File: src/rtl/chunked_serial_adder.sv
// chunked_serial_adder: multi-cycle adder that sums two WIDTH-bit operands plus
// carry-in, CHUNK bits per clock, rippling the carry through a register.
//
// Ports:
//   clk      rising-edge clock
//   rst      asynchronous, active-high reset
//   start    request; accepted on a rising edge only while busy=0
//   A, B     WIDTH-bit operands, captured on the accepting edge
//   Cin      carry-in, captured on the accepting edge
//   busy     high while slices are being computed
//   done     one-cycle pulse when Sum/Carry/Overflow have just updated
//   Sum      WIDTH-bit result, held until the next completion
//   Carry    unsigned carry-out of bit WIDTH-1
//   Overflow two's-complement overflow of the addition
module chunked_serial_adder #(
    parameter int unsigned WIDTH = 16,
    parameter int unsigned CHUNK = 4
) (
    input  logic             clk,
    input  logic             rst,
    input  logic             start,
    input  logic [WIDTH-1:0] A,
    input  logic [WIDTH-1:0] B,
    input  logic             Cin,
    output logic             busy,
    output logic             done,
    output logic [WIDTH-1:0] Sum,
    output logic             Carry,
    output logic             Overflow
);

    localparam int unsigned N     = WIDTH / CHUNK;
    localparam int unsigned IDX_W = (N > 1) ? $clog2(N) : 1;

    typedef enum logic {
        IDLE = 1'b0,
        RUN  = 1'b1
    } state_t;

    state_t             state;
    state_t             state_next;
    logic               accept_c;
    logic               last_c;

    // Operands are shifted right one slice per cycle, so the active slice is
    // always the low CHUNK bits; the accumulator fills from the top.
    logic [WIDTH-1:0]   a_sh;
    logic [WIDTH-1:0]   b_sh;
    logic [WIDTH-1:0]   acc;
    logic               carry_q;
    logic               a_msb;
    logic               b_msb;
    logic [IDX_W-1:0]   idx;

    logic [CHUNK:0]     slice_c;
    logic [WIDTH-1:0]   acc_next_c;

    // State register
    always_ff @(posedge clk or posedge rst) begin
        if (rst) begin
            state <= IDLE;
        end else begin
            state <= state_next;
        end
    end

    // Next-state and control strobes
    always_comb begin
        state_next = state;
        accept_c   = 1'b0;
        last_c     = 1'b0;
        case (state)
            IDLE: begin
                if (start) begin
                    accept_c   = 1'b1;
                    state_next = RUN;
                end
            end
            RUN: begin
                if (idx == IDX_W'(N - 1)) begin
                    last_c     = 1'b1;
                    state_next = IDLE;
                end
            end
            default: state_next = IDLE;
        endcase
    end

    // One slice of the ripple: CHUNK-bit add with carry in and carry out
    always_comb begin
        slice_c    = (CHUNK + 1)'(a_sh[CHUNK-1:0])
                   + (CHUNK + 1)'(b_sh[CHUNK-1:0])
                   + (CHUNK + 1)'(carry_q);
        acc_next_c = (acc >> CHUNK)
                   | (WIDTH'(slice_c[CHUNK-1:0]) << (WIDTH - CHUNK));
    end

    // Datapath and registered outputs
    always_ff @(posedge clk or posedge rst) begin
        if (rst) begin
            a_sh     <= '0;
            b_sh     <= '0;
            acc      <= '0;
            carry_q  <= 1'b0;
            a_msb    <= 1'b0;
            b_msb    <= 1'b0;
            idx      <= '0;
            busy     <= 1'b0;
            done     <= 1'b0;
            Sum      <= '0;
            Carry    <= 1'b0;
            Overflow <= 1'b0;
        end else begin
            done <= 1'b0;
            if (accept_c) begin
                a_sh    <= A;
                b_sh    <= B;
                carry_q <= Cin;
                a_msb   <= A[WIDTH-1];
                b_msb   <= B[WIDTH-1];
                acc     <= '0;
                idx     <= '0;
                busy    <= 1'b1;
            end else if (state == RUN) begin
                a_sh    <= a_sh >> CHUNK;
                b_sh    <= b_sh >> CHUNK;
                carry_q <= slice_c[CHUNK];
                acc     <= acc_next_c;
                idx     <= idx + IDX_W'(1);
                if (last_c) begin
                    Sum      <= acc_next_c;
                    Carry    <= slice_c[CHUNK];
                    Overflow <= (a_msb == b_msb) && (acc_next_c[WIDTH-1] != a_msb);
                    done     <= 1'b1;
                    busy     <= 1'b0;
                end
            end
        end
    end

endmodule
File: config.mk
export PLATFORM = sky130hd
export DESIGN_NAME = chunked_serial_adder
export DESIGN_NICKNAME = d
export VERILOG_FILES = /design/src/rtl/chunked_serial_adder.sv
export SDC_FILE = /design/constraint.sdc
export NUM_CORES = 1
export LEC_CHECK = 0
export ABC_AREA = 1
export BUFFER_PORTS_ARGS = -buffer_cell sky130_fd_sc_hd__buf_2
export CORE_AREA = 3 3 79 81
export DETAILED_ROUTE_END_ITERATION = 16
export DIE_AREA = 0 0 82 84
export PLACE_DENSITY_LB_ADDON = 0.05
export SKIP_LAST_GASP = 1
export SYNTH_ARGS = -nofsm -noshare
export SYNTH_HDL_FRONTEND = slang
export SYNTH_SLANG_ARGS = --single-unit
File: constraint.sdc
create_clock -name clk -period 2.5 [get_ports clk]
set_clock_uncertainty 0.2 [all_clocks]
set_input_delay 0.375 -clock clk [delete_from_list [all_inputs] [get_ports clk]]
set_output_delay 0.375 -clock clk [all_outputs]
set_load 0.1 [all_outputs]
-- Word level (Yosys, flattened, before mapping)
Cells that the tools add are included.
- bitwise operators: 3
- add/sub/neg operators: 3
- eq/ne operators: 3
- mux-type cells: 22
- reduce and logical (&&, ||, !) cells: 5
- operator list (cell ; count):
    2-to-1 mux 16 bit ; 6
    OR 12 x 16 -> 16 bit ; 1
    2-to-1 mux 1 bit ; 13
    adder 4 x 4 -> 5 bit ; 1
    adder 5 x 1 -> 5 bit ; 1
    2-to-1 mux 2 bit ; 2
    nonzero test 2 bit ; 2
    AND reduction 3 bit ; 1
    adder 2 x 1 -> 2 bit, second input constant ; 1
    equality test 2 bit, second input constant ; 1
    NOT 1 bit ; 2
    one-hot mux 1 bit (2 select lines) ; 1
    AND reduction 2 bit ; 1
    equality test 1 bit ; 1
    logical AND 1 bit ; 1
    inequality test 1 bit ; 1
- output and inout port bits: 20
- input port bits: 36
- logic and storage cells: 49
- bits in registers: 74

-- Logic depth before layout (Yosys ltp)
- depth in word-level cells: 6
- depth in mapped cells: 7
- gate-level depth less buffers: 7

-- Least setup slack after synthesis
OpenSTA, ideal clock, no wires.
- kind: register to register
- from: register a_sh[0]
- to: register carry_q
- required time: 2176 ps
- path buffers: 0
- data arrival time: 1577 ps
- setup slack: 599 ps
- setup time: 124 ps
- clock period less this slack: 1901 ps
- stages on the path, launching flop included: 7
- cells stage by stage: dfrtp_1 -> fa_1 -> fa_1 -> a21oi_1 -> o21bai_1 -> nand2_1 -> nand3_1
- cells in the longest elaborated chain, start to end: 4
- ends and longest elaborated chain (element ; RTL line ; text):
    start, declared ; 47 ; logic [WIDTH-1:0] a_sh;
    start signal, assigned ; 125 ; a_sh <= a_sh >> CHUNK;
    adder 4 x 4 -> 5 bit ; 92 ; + (CHUNK + 1)'(b_sh[CHUNK-1:0])
    adder 5 x 1 -> 5 bit ; 93 ; + (CHUNK + 1)'(carry_q);
    2-to-1 mux 1 bit ; 124 ; end else if (state == RUN) begin
    2-to-1 mux 1 bit ; 115 ; if (accept_c) begin
    end signal, assigned ; 118 ; carry_q <= Cin;
    end signal, assigned ; 127 ; carry_q <= slice_c[CHUNK];
    end, declared ; 50 ; logic carry_q;
Every way passes these cells. The select of a mux whose other input is x is not followed.
A chain may end at the register's enable or synchronous reset.

-- Worst setup path after layout
Same ends and word-level chain as after synthesis.

==> results_dict.tcl <==
set metrics [dict create \
    outcome "completed" \
    yosysSeqAreaShare 0.573 \
    post_drt_wl_per_cell_um 13.0 \
    dieArea_um2 6890 \
    dr.pass1.iters 4 \
    grt_pass1_wl_um 9670 \
    pre_cts_ws_ns 0.493 \
    tightestPinTransition_ns 0.605 \
    crit_required_ns 2.51 \
    hpwl_um 3660 \
    cts_max_path_buffers 2 \
    synthToLayoutAreaGrowth_pct 14.9 \
    cts_sinks 70 \
    drc 0 \
    totalWireLength_um 5510 \
    cts_setup_buffers 0 \
    fin_area_um2 3520 \
    synth_top_cell_by_area "dfrtp_1" \
    antenna_found_initial 0 \
    grt_pass1_vias 2111 \
    syn_nets 335 \
    die_width_um 82 \
    n_antenna_cell 0 \
    rows 27 \
    cts_tree "built" \
    rsz0062_at_grt "false" \
    synth_top_area_frac 0.573 \
    synth_cells 293 \
    timing.final.crit_share 0.808 \
    peakVddDrop_v 0.000837 \
    arrival_ns 2.04 \
    end_kind "flip-flop" \
    gp_congestion 0.752 \
    grt_usage 0.181 \
    synthFlopType "dfrtp_1" \
    place_area_um2 3330 \
    yosys_warnings 0 \
    drt-vias-per-instance 4.97 \
    setup_violations 0 \
    numCtsBuffers 9 \
    clockRootBuffer "clkbuf_8" \
    leakage_uw 0.00175 \
    multi_input_area_um2 1020 \
    slew_violations 0 \
    fillCellCount 466 \
    clock.fmax_ghz 0.495 \
    grt_max_degree 37 \
    avgSynthCellArea_um2 10.4 \
    port_buffers 55 \
    synth_area_um2 3060 \
    synth.most_common_cell "nand2_1" \
    hold_violations 0 \
    finalNetCount 391 \
    core_area_um2 5540 \
    synth.distinct_cells 29 \
    clk_pin_slew_worst_paths_ns 0.07 \
    vias 2108 \
    setup_tns_ns 0 \
    clk_latency_ns 0.33 \
    path_class "reg2reg" \
    cp_max_fo 2 \
    fin_crit_ns 2.02 \
    synthTopCellsByArea "dfrtp_1 (57%), nand2_1 (9.8%), inv_1 (4.4%), o22ai_2 (4.1%), o21ai_2 (4.0%)" \
    die_y_um 84 \
    critPathLaunchType "flip-flop" \
    ys_async_sr_fraction 1.00 \
    grt_overflow 0 \
    drv_cap 0 \
    hp-class "in2reg" \
    io_pins 56 \
    start_util 0.552 \
    slew_headroom 0.596 \
    seq_area_um2 1750 \
    synth_edf_count 0 \
    drive_above_1_share 0.301 \
    cts_max_level 3 \
    ys_seq_elements 70 \
    ys_top_cells_by_count "nand2_1 (80), dfrtp_1 (70), inv_1 (36), o21ai_2 (14)" \
    ant_nets 0 \
    drt_iter0_markers 81 \
    p_per_area_nw_per_um2 1460 \
    setup_ws_ns 0.479 \
]
## registers in the layout, indices dropped and copies added (netlist names), 2 cells and up
register  cells
a_sh         16
idx           2
acc          12
Sum          16
b_sh         16
## metrics by stage
step / cells / hold slack, ns / power, µW / util
6_report: 424 / 0.0453 / 5120 / 0.635
3_5_place_dp: 409 / 0.260 / 4350 / 0.601
5_1_grt: 424 / 0.0395 / 5490 / 0.635
4_1_cts: 424 / 0.0314 / 5180 / 0.635
3_3_place_gp: 409 / 0.255 / 4310 / 0.601
2_1_floorplan: 293 / 0.262 / 3990 / -
## logic make-up (layout without fill, tap and decap cells)
family	after synthesis	in the layout	share of synthesized area
xor+xnor	1	1	0.00286
fa+ha+maj	6	6	0.0294
buf+inv	55	114	0.0932
simple gates	96	96	0.129
compound gates	65	65	0.173
flops	70	70	0.573
## path summary, 6_finish.rpt
kind | startpoint | end | slack, ns | cells past startpoint
max | a_sh[0]$_DFFE_PP0P_ | carry_q$_DFFE_PP0P_ | 0.48 | 6
min | B[3] | b_sh[3]$_DFFE_PP0P_ | 0.05 | 3
max reg2reg | a_sh[0]$_DFFE_PP0P_ | carry_q$_DFFE_PP0P_ | 0.48 | 6
min reg2reg | busy$_DFFE_PP0P_ | busy$_DFFE_PP0P_ | 0.27 | 2
max in group asynchronous | rst | a_sh[13]$_DFFE_PP0P_ | 1.00 | 4
min in group asynchronous | rst | b_sh[12]$_DFFE_PP0P_ | 0.46 | 3
## repair_timing
action,CTS,global route
resized for setup,0,0
hold buffers,1,0
endpoints found under the hold margin,26,0
## routing by layer
layer | GRT usage | part of all wire | wire (µm)
met4 | 0.0816 | 0.017 | 96
met2 | 0.276 | 0.46 | 2520
met3 | 0.0410 | 0.043 | 238
met5 | 0 | 0 | 0
met1 | 0.244 | 0.48 | 2650
## worst max-delay path, cell delays in order (launching register included)
cell      delay, ns
dfrtp_1        0.41
fa_1           0.48
fa_1           0.43
a21oi_1        0.17
o21bai_1       0.09
nand2_1        0.06
nand3_1        0.07
## cell type report
cell class                      instances  area share
Timing Repair Buffer                   60      0.0932
Clock inverter                          1     0.00142
Multi-Input combinational cell        168       0.291
Sequential cell                        70       0.498
Tap cell                               72      0.0256
Inverter                               40      0.0427
Clock buffer                           13      0.0480
## cells in the final DEF (no fill, tap or decap), types with 2 or more instances in the layout
cell and instances:
nand2_1 80, dfrtp_1 70, buf_2 55, inv_1 35, o21ai_2 14, clkbuf_8 12
o21ai_0 10, o22ai_2 10, nand3_1 9, o221ai_1 9, o211ai_1 8, a22oi_1 5
inv_2 4, ha_1 4, nand2_2 3, o21ai_1 3, buf_4 3, o22ai_1 2
a21oi_1 2, fa_1 2
## power by group
group          total [µW]  switching [µW]  internal, µW
Combinational        2510            1870           640
Sequential           1800             229          1570
Clock                 811             381           430
Total                5120            2480          2640
Power figures use the tool's default switching activity.
